`config.mk`:
```
export PLATFORM = sky130hd
export DESIGN_NAME = mem_arbiter
export DESIGN_NICKNAME = d
export VERILOG_FILES = /design/src/rtl/mem_arbiter.sv
export SDC_FILE = /design/constraint.sdc
export NUM_CORES = 1
export LEC_CHECK = 0
export ABC_AREA = 1
export ABC_CLOCK_PERIOD_IN_PS = 5050
export CAP_MARGIN = 20
export CORE_MARGIN = 8
export CORE_UTILIZATION = 35
export DETAILED_ROUTE_END_ITERATION = 10
export GPL_TIMING_DRIVEN = 0
export PLACE_DENSITY = 0.65
export SLEW_MARGIN = 20
export SYNTH_ARGS = -nofsm -noshare
export SYNTH_HDL_FRONTEND = slang
export SYNTH_SLANG_ARGS = --single-unit
```
`constraint.sdc`:
```
create_clock -name clk -period 5.05 [get_ports clk]
set_input_delay 0.7575 -clock clk [delete_from_list [all_inputs] [get_ports clk]]
set_output_delay 0.7575 -clock clk [all_outputs]
set_load 0.05 [all_outputs]
```
`src/rtl/mem_arbiter.sv`:
```
// mem_arbiter: shares one single-port RAM between the fetch port and the
// MEM-stage port, one transaction at a time, alternating priority on
// contention.
//
// state  | meaning
// IDLE   | nothing in flight, waiting for any request
// ACCESS | RAM enabled for WAIT_CYCLES cycles from the latched request
// RESP   | one-cycle ready pulse to the owner; may grant the next request
module mem_arbiter #(
  parameter int unsigned WAIT_CYCLES = 2
) (
  input  logic        clk,
  input  logic        rst,
  input  logic        if_req,
  input  logic [31:0] if_addr,
  output logic [31:0] if_rdata,
  output logic        if_ready,
  input  logic        mem_rd,
  input  logic        mem_wr,
  input  logic [31:0] mem_addr,
  input  logic [31:0] mem_wdata,
  output logic [31:0] mem_rdata,
  output logic        mem_ready,
  output logic        stall_if,
  output logic        stall_mem,
  output logic        ram_en,
  output logic        ram_we,
  output logic [31:0] ram_addr,
  output logic [31:0] ram_wdata,
  input  logic [31:0] ram_rdata
);

  localparam logic       OWN_IF  = 1'b0;
  localparam logic       OWN_MEM = 1'b1;
  localparam logic [3:0] WAIT_LD = 4'(WAIT_CYCLES);

  typedef enum logic [1:0] {
    IDLE   = 2'd0,
    ACCESS = 2'd1,
    RESP   = 2'd2
  } state_e;

  state_e      state_q;
  logic [3:0]  cnt_q;
  logic        owner_q;
  logic        last_owner_q;
  logic        we_q;
  logic [31:0] addr_q;
  logic [31:0] wdata_q;
  logic [31:0] if_rdata_q;
  logic [31:0] mem_rdata_q;
  logic        if_ready_q;
  logic        mem_ready_q;
  logic        ram_en_q;
  logic        ram_we_q;

  logic        mem_any;
  logic        any_req;
  logic        grant_mem_d;

  assign mem_any = mem_rd | mem_wr;
  assign any_req = if_req | mem_any;

  // Arbitration: a lone requester wins; on contention the port that did not
  // own the previous grant wins, so continuous contention alternates.
  always_comb begin
    grant_mem_d = 1'b0;
    if (mem_any && (!if_req || (last_owner_q == OWN_IF))) begin
      grant_mem_d = 1'b1;
    end
  end

  // Transaction FSM with down-counter timing of the ACCESS phase; all RAM
  // and handshake outputs are registered here.
  always_ff @(posedge clk or posedge rst) begin
    if (rst) begin
      state_q      <= IDLE;
      cnt_q        <= 4'd0;
      owner_q      <= OWN_IF;
      last_owner_q <= OWN_IF;
      we_q         <= 1'b0;
      addr_q       <= 32'd0;
      wdata_q      <= 32'd0;
      if_rdata_q   <= 32'd0;
      mem_rdata_q  <= 32'd0;
      if_ready_q   <= 1'b0;
      mem_ready_q  <= 1'b0;
      ram_en_q     <= 1'b0;
      ram_we_q     <= 1'b0;
    end else begin
      if_ready_q  <= 1'b0;
      mem_ready_q <= 1'b0;
      unique case (state_q)
        IDLE, RESP: begin
          if (any_req) begin
            // Both read and write flags set is handled as a write.
            state_q      <= ACCESS;
            cnt_q        <= WAIT_LD;
            owner_q      <= grant_mem_d;
            last_owner_q <= grant_mem_d;
            we_q         <= grant_mem_d & mem_wr;
            addr_q       <= grant_mem_d ? mem_addr : if_addr;
            wdata_q      <= grant_mem_d ? mem_wdata : 32'd0;
            ram_en_q     <= 1'b1;
            ram_we_q     <= grant_mem_d & mem_wr;
          end else begin
            state_q  <= IDLE;
            ram_en_q <= 1'b0;
            ram_we_q <= 1'b0;
          end
        end
        ACCESS: begin
          cnt_q <= cnt_q - 4'd1;
          if (cnt_q == 4'd1) begin
            state_q  <= RESP;
            ram_en_q <= 1'b0;
            ram_we_q <= 1'b0;
            if (!we_q) begin
              if (owner_q == OWN_MEM) begin
                mem_rdata_q <= ram_rdata;
              end else begin
                if_rdata_q <= ram_rdata;
              end
            end
            if (owner_q == OWN_MEM) begin
              mem_ready_q <= 1'b1;
            end else begin
              if_ready_q <= 1'b1;
            end
          end
        end
        default: begin
          state_q  <= IDLE;
          cnt_q    <= 4'd0;
          ram_en_q <= 1'b0;
          ram_we_q <= 1'b0;
        end
      endcase
    end
  end

  assign if_rdata  = if_rdata_q;
  assign mem_rdata = mem_rdata_q;
  assign if_ready  = if_ready_q;
  assign mem_ready = mem_ready_q;
  assign ram_en    = ram_en_q;
  assign ram_we    = ram_we_q;
  assign ram_addr  = addr_q;
  assign ram_wdata = wdata_q;

  // Stalls follow the live requests so a requester sees them drop in the
  // same cycle its ready pulse arrives.
  assign stall_if  = if_req & ~if_ready_q;
  assign stall_mem = mem_any & ~mem_ready_q;

endmodule

```
**Word level (Yosys, flattened, before mapping)**

Index checks and enable logic that the tools add are counted.

- Register bits after elaboration: 140
- Bits of input ports: 133
- Output and inout bits: 134
- Word-level logic and storage cells: 54

- $add $sub $neg: 1
- Equal/unequal tests: 5
- Muxes and demuxes: 19
- Bitwise operators: 9
- Reduce and logical (&&, ||, !) cells: 8

Operators with widths:

| operator | count |
|---|---|
| $mux 32 | 2 |
| $mux 1 | 11 |
| $pmux 4 s2 | 1 |
| $reduce_and 4->1 | 2 |
| $eq 4x1->1 const B | 1 |
| $mux 4 | 1 |
| $ne 2x2->1 const B | 2 |
| $not 1->1 | 4 |
| $pmux 1 s2 | 2 |
| $pmux 2 s2 | 1 |
| $sub 4x1->4 const B | 1 |
| $and 1x1->1 | 3 |
| $eq 2x1->1 const B | 1 |
| $eq 2x2->1 const B | 1 |
| $logic_not 2->1 | 1 |
| $mux 2 | 1 |
| $or 1x1->1 | 2 |
| $reduce_and 2->1 | 1 |
| $reduce_or 2->1 | 1 |
| $logic_and 1x1->1 | 1 |
| $logic_not 1->1 | 1 |
| $logic_or 1x1->1 | 1 |

**Longest topological paths before layout**

Gate-level depths: netlist (run 1).

- Depth in word-level cells: 7
- Gate-level depth with buffers: 8
- Gate-level depth less buffers: 7

**Worst setup path after synthesis (run 1)**

Ideal clock, no wire load.

- Path kind: input -> output
- Start: in mem_rd
- End: out stall_mem
- Data arrival time: 1459 ps
- Data required time: 4293 ps
- Path slack: 2833 ps
- Stages: 2
- Buffers on the path: 0
- Cells stage by stage: nor2_1 > nor2_1

- Word-level cells in the longest chain between the ends: 2

Ends and longest elaborated chain:

| what | line | RTL |
|---|---|---|
| start, declared | 18 | `input logic mem_rd,` |
| $or 1x1->1 | 61 | `assign mem_any = mem_rd \| mem_wr;` |
| $and 1x1->1 | 154 | `assign stall_mem = mem_any & ~mem_ready_q;` |
| end, declared | 25 | `output logic stall_mem,` |

Every way passes these cells.

**Final worst setup path (run 1)**

- Start: in mem_wr
- End: out stall_mem

- Word-level cells in the longest chain between the ends: 2

Ends and longest elaborated chain:

| what | line | RTL |
|---|---|---|
| start, declared | 19 | `input logic mem_wr,` |
| $or 1x1->1 | 61 |  |
| $and 1x1->1 | 154 |  |

Every way passes these cells.

==> metrics.yaml, run 1 <==
status: "finished, final reports clean"
dieArea_sq_um: 21930
pwr-share-comb_pct: 56.4
num_vias: 5783
ys_warn_count: 0
vias_per_cell: 4.507
synth_edf_count: 0
clock_latency_ns: 0.41
p_leak_nw: 4.932
die_h_microns: 148.1
dieWidth_microns: 148.1
yosys.area.top_type: "dfrtp_1"
gp_congestion: 0.7994
drive_gt1_share_pct: 7.285
grt_max_degree: 85
synthCells: 758
nets: 1179
rsz0062_at_grt: "no"
ys_seq_area_share_pct: 57.37
slew-limit-headroom_pct: 62.31
r2r_slack_ns: 3.37
ys.flop_type: "dfrtp_1"
synth-async-reset-ratio_pct: 100.0
coreArea_sq_um: 17180
yosys-top-cells-area: "dfrtp_1 (57%), nand2_1 (21%), nand3_1 (11%), inv_1 (4.7%), buf_2 (2.2%)"
grt_pass1_vias: 5803
path_clk_slew_ns: 0.06
r2r_end: "mem_rdata[15]"
max_freq_ghz: 0.3204
cts_buffer_depth: 2
syn_to_final_growth_pct: 58.98
power-per-cell-area_nw_per_um2: 777.0
synth_top_area_share_pct: 57.37
synth_commonest_cells: "nand2_1 (339), dfrtp_1 (140), nand3_1 (133)"
drt_first_pass_iters: 4
cts_tree: "done"
drt_wl_total_microns: 19780
synth_area_sq_um: 6107
path_max_fanout: 4
power_switching_share_pct: 49.44
drv_cap: 0
period_minus_slack_ns: 3.121
clkPwrFrac_pct: 17.5
r2r_start: "cnt_q[1]"
overflow: 0
drc_errors: 0
finalSetupTns_ns: 0
hold_class: "flip-flop to flip-flop"
yosys_register_bits: 140
finalSetupViolations: 0
synth_most_common_cell: "nand2_1"
worst_setup_path_start_kind: "primary input"
finalHoldViolations: 0
path_class: "primary input to output port"
antenna_found_initial: 0
ios: 267
end_kind: "output port"
wl_per_cell_microns: 15.41
syn-num-nets: 893
row_count: 48
cts_hold_buf: 0
synthDistinctLibCells: 19
reg2regPathDepth: 8
layoutNonFillerInstCount: 1283
hp-start: "if_rdata[6]"
htree_levels: 4
cts.repair.resized: 0
crit_path_end: "stall_mem"
p_switching_mw: 3.730
track_usage_pct: 18.15
grt_pass1_wl_microns: 31330
placed_cells: 1250
synth.avg_cell_area_sq_um: 8.057
finClkSkew_ns: 0.009628
place_hpwl_microns: 14860
max_slew.worst_pin.slew_ns: 0.5637
postCtsSetupRepairBufs: 0
worst-endpoint-arrival_ns: 2.36
seq_power_share_pct: 26.1
worstSetupStartpoint: "mem_wr"
initial_utilization_pct: 35.56
period_share_pct: 61.80
peakVddDrop_v: 0.0004432
p_int_mw: 3.814
crit_required_ns: 4.29
numCtsBuffers: 17
drtIter0Drc: 266
clockRootBuffer: "clkbuf_16"
ant_nets: 0
slew_viol_final: 0
cts_sinks: 140
portBuffers: 266
how the worst min path moves through the flow:
stage | end | slack, ns | cells after the start
finish | if_rdata[6] | 0.47 | 2
global route | if_rdata[16] | 0.49 | 2
CTS | ram_wdata[5] | 0.47 | 2
detailed placement | mem_rdata[30] | 0.46 | 2
global placement | if_rdata[3] | 0.45 | 2
floorplan | if_ready | 0.46 | 1
cells by family after synthesis:
family          count (synthesis)  share of synthesized area, %
fa+ha+maj                       2                        0.4097
simple gates                  487                         33.15
buf+inv                       121                         8.297
compound gates                  8                        0.7784
flops                         140                         57.37
registers in the layout, indices dropped and copies added, names as in the netlist:
name,cells
ram_en,1
if_ready,1
last_owner_q,1
cnt_q,4
ram_we,1
we_q,1
mem_ready,1
state_q,2
if_rdata,32
mem_rdata,32
ram_wdata,32
ram_addr,32
layout make-up:
cell class                 count  area, sq um
antenna                        1        2.502
timing repair buffer         267         2690
clock inverter                15        195.2
tap                          225        281.5
clock buffer                  17        425.4
buffer                        41        206.4
multi-input combinational    497         2097
sequential                   140         3503
fill                        1620         7467
inverter                      80        307.8
routing by layer:
metal / vias up / global-route usage [%] / routed length, microns
li1: 2908 / - / -
met4: 0 / 6.221 / 313
met1: 2670 / 22.80 / 8475
met5: - / 0 / 0
met2: 188 / 28.36 / 9247
met3: 17 / 6.563 / 1740
power groups by stage:
stage	logic (mW)	clock network, mW	registers [mW]
2_1_floorplan	0.978	0	3.73
3_3_place_gp	4.28	0	1.96
3_5_place_dp	4.31	0	1.97
4_1_cts	4.32	1.35	1.97
5_1_grt	4.53	1.40	2.03
6_report	4.26	1.32	1.97
cell usage in the layout, fill, tap and decap left out, types with 8 or more instances in the layout:
master | netlist | layout
inv_1 | 76 | 75
dfrtp_1 | 140 | 140
buf_2 | 27 | 27
nor2_1 | 8 | 8
clkbuf_1 | 9 | 9
nand3_1 | 133 | 133
clkbuf_16 | 0 | 17
clkdlybuf4s50_1 | 0 | 266
nand2_1 | 339 | 339
through the flow:
| step | power, mW | hold WS (ns) | cell area [sq um] | utilization, % | setup WS [ns] |
|---|---|---|---|---|---|
| after floorplan | 4.707 | 0.4589 | 6107 | - | 0.5396 |
| after global placement | 6.244 | 0.4527 | 9051 | 52.70 | -1.689 |
| after detailed placement | 6.285 | 0.4579 | 9086 | 52.90 | 1.917 |
| after CTS | 7.633 | 0.4729 | 9707 | 56.51 | 1.911 |
| after global routing | 7.965 | 0.4853 | 9707 | 56.51 | 1.878 |
| final | 7.544 | 0.4681 | 9709 | 56.53 | 1.929 |
critical path, cell delays in order:
cell and delay [ns]:
clkdlybuf4s50_1 0.55, nor2_1 0.12, nor2_1 0.10, clkdlybuf4s50_1 0.84
No activity file was read; power rests on OpenSTA's default activity.
==> inputs of run 2 (changes only) <==
Settings changed: ABC_CLOCK_PERIOD_IN_PS 5050 to 2900.
Clock period 5.05 ns to 2.9 ns, I/O delays scaled along.
==> run 2 against run 1 <==
Effect of this change:
- wire length grew 1.4%
- core utilization grew 0.65 points
- flip-flop and latch count is the same
- critical path type unchanged
- critical endpoint unchanged
==> metrics.yaml, run 2 (synthesis gave the netlist of run 1 again) <==
critical_path.top_delay_family: "buffers and inverters"
portBuffers: 266
place_hpwl_microns: 15220
final_cell_mix: "nand2_1 (339), clkdlybuf4s50_1 (266), dfrtp_1 (140), nand3_1 (133), inv_1 (75)"
p_leak_nw: 4.978
finalSetupViolations: 0
crit_slowest_cell: "clkdlybuf4s50_1"
n_antenna_cell: 0
drtIter0Drc: 333
antenna_found_initial: 0
path_max_fanout: 4
critPathMaxStageDelay_ns: 0.85
worst-endpoint-arrival_ns: 2.06
layoutNonFillerInstCount: 1285
period_share_pct: 86.11
r2r_end: "if_rdata[13]"
gp_congestion: 0.7898
period_minus_slack_ns: 2.497
track_usage_pct: 18.45
timing.hold.ws_ns: 0.4626
initial_utilization_pct: 35.56
wl_per_cell_microns: 15.61
drive_gt1_share_pct: 7.547
cts_tree: "done"
placed_area_sq_um: 9135
fin_area_sq_um: 9821
dieWidth_microns: 148.1
numCtsBuffers: 17
ant_nets: 0
postCtsSetupRepairBufs: 0
rsz0062_at_grt: "no"
max_slew.worst_pin.slew_ns: 0.6165
row_count: 48
peakVddDrop_v: 0.0007071
drc_errors: 0
cts_buffer_depth: 2
dieArea_sq_um: 21930
finalSetupTns_ns: 0
num_vias: 5794
drt_first_pass_iters: 4
max_freq_ghz: 0.4004
worst_setup_path_start_kind: "primary input"
slew_viol_final: 0
cts_sinks: 140
layout_commonest_cell: "nand2_1"
grt_max_degree: 34
cp_num_cells: 4
r2r_slack_ns: 1.18
finalHoldViolations: 0
reg2regPathDepth: 8
status: "finished, final reports clean"
grt_pass1_vias: 5989
grt_pass1_wl_microns: 31930
finClkSkew_ns: 0.008679
worstSetupStartpoint: "mem_wr"
cts_hold_buf: 0
die_h_microns: 148.1
cts.repair.resized: 0
path_class: "primary input to output port"
hold_class: "primary input to async pin"
htree_levels: 4
syn_to_final_growth_pct: 60.81
drv_cap: 0
path_clk_slew_ns: 0.06
clockRootBuffer: "clkbuf_16"
overflow: 0
fillers: 1660
clock_latency_ns: 0.42
ios: 267
nets: 1182
coreArea_sq_um: 17180
slew-limit-headroom_pct: 58.81
worstPathCellList: "clkdlybuf4s50_1, nor2_1, nor2_1, clkdlybuf4s50_1"
crit_path_end: "stall_mem"
r2r_start: "cnt_q[1]"
end_kind: "output port"
drt_wl_total_microns: 20060
placed_cells: 1253
critPathBufInv: 2
vias_per_cell: 4.509
crit_required_ns: 2.47
power-per-cell-area_nw_per_um2: 1364
run 2: worst register-to-register path: stages (launching register included):
cell	delay, ns
dfrtp_1	0.40
inv_1	0.08
ha_1	0.14
nand3_1	0.19
inv_2	0.15
buf_2	0.24
buf_2	0.27
nand3_1	0.11
nand2_1	0.08
run 2: routing by layer:
| layer | global-route usage (%) | routed length [microns] | vias to the layer above | share of wire [%] |
|---|---|---|---|---|
| met4 | 5.762 | 231 | 0 | 1.2 |
| met1 | 21.89 | 8392 | 2667 | 42 |
| met2 | 30.73 | 9589 | 201 | 48 |
| li1 | - | - | 2912 | - |
| met3 | 6.533 | 1841 | 14 | 9.2 |
| met5 | 0 | 0 | - | 0 |
run 2: how the worst min path moves through the flow:
stage	from	end	slack, ns	cells past startpoint
finish	rst	if_rdata[3]	0.46	2
global route	if_rdata[4]	if_rdata[4]	0.48	2
CTS	rst	if_rdata[3]	0.46	2
detailed placement	if_rdata[9]	if_rdata[9]	0.46	2
global placement	mem_rdata[15]	mem_rdata[15]	0.45	2
floorplan	last_owner_q	if_ready	0.46	1
run 2: report_power, final:
part / switching [mW] / internal (mW)
sequential: 0.521 / 2.90
clock: 0.904 / 1.63
combinational: 5.12 / 2.31
run 2: metrics by stage:
| step | worst slack, ns | utilization (%) | power [mW] |
|---|---|---|---|
| finish | 0.4027 | 57.18 | 13.39 |
| global route | 0.3515 | 57.18 | 14.13 |
| CTS | 0.4024 | 57.18 | 13.56 |
| detailed placement | 0.4045 | 53.18 | 10.96 |
| global placement | -0.6708 | 52.72 | 10.88 |
| floorplan | 0.7159 | - | 8.197 |
run 2: area by class of cell:
cell class / instances / area [sq um] / share of cell area, %
clock buffer: 17 / 425.4 / 4.332
buffer: 41 / 206.4 / 2.102
timing repair buffer: 270 / 2743 / 27.93
inverter: 80 / 304.0 / 3.096
tap: 225 / 281.5 / 2.867
clock inverter: 15 / 260.3 / 2.650
multi-input combinational: 497 / 2097 / 21.35
sequential: 140 / 3503 / 35.67
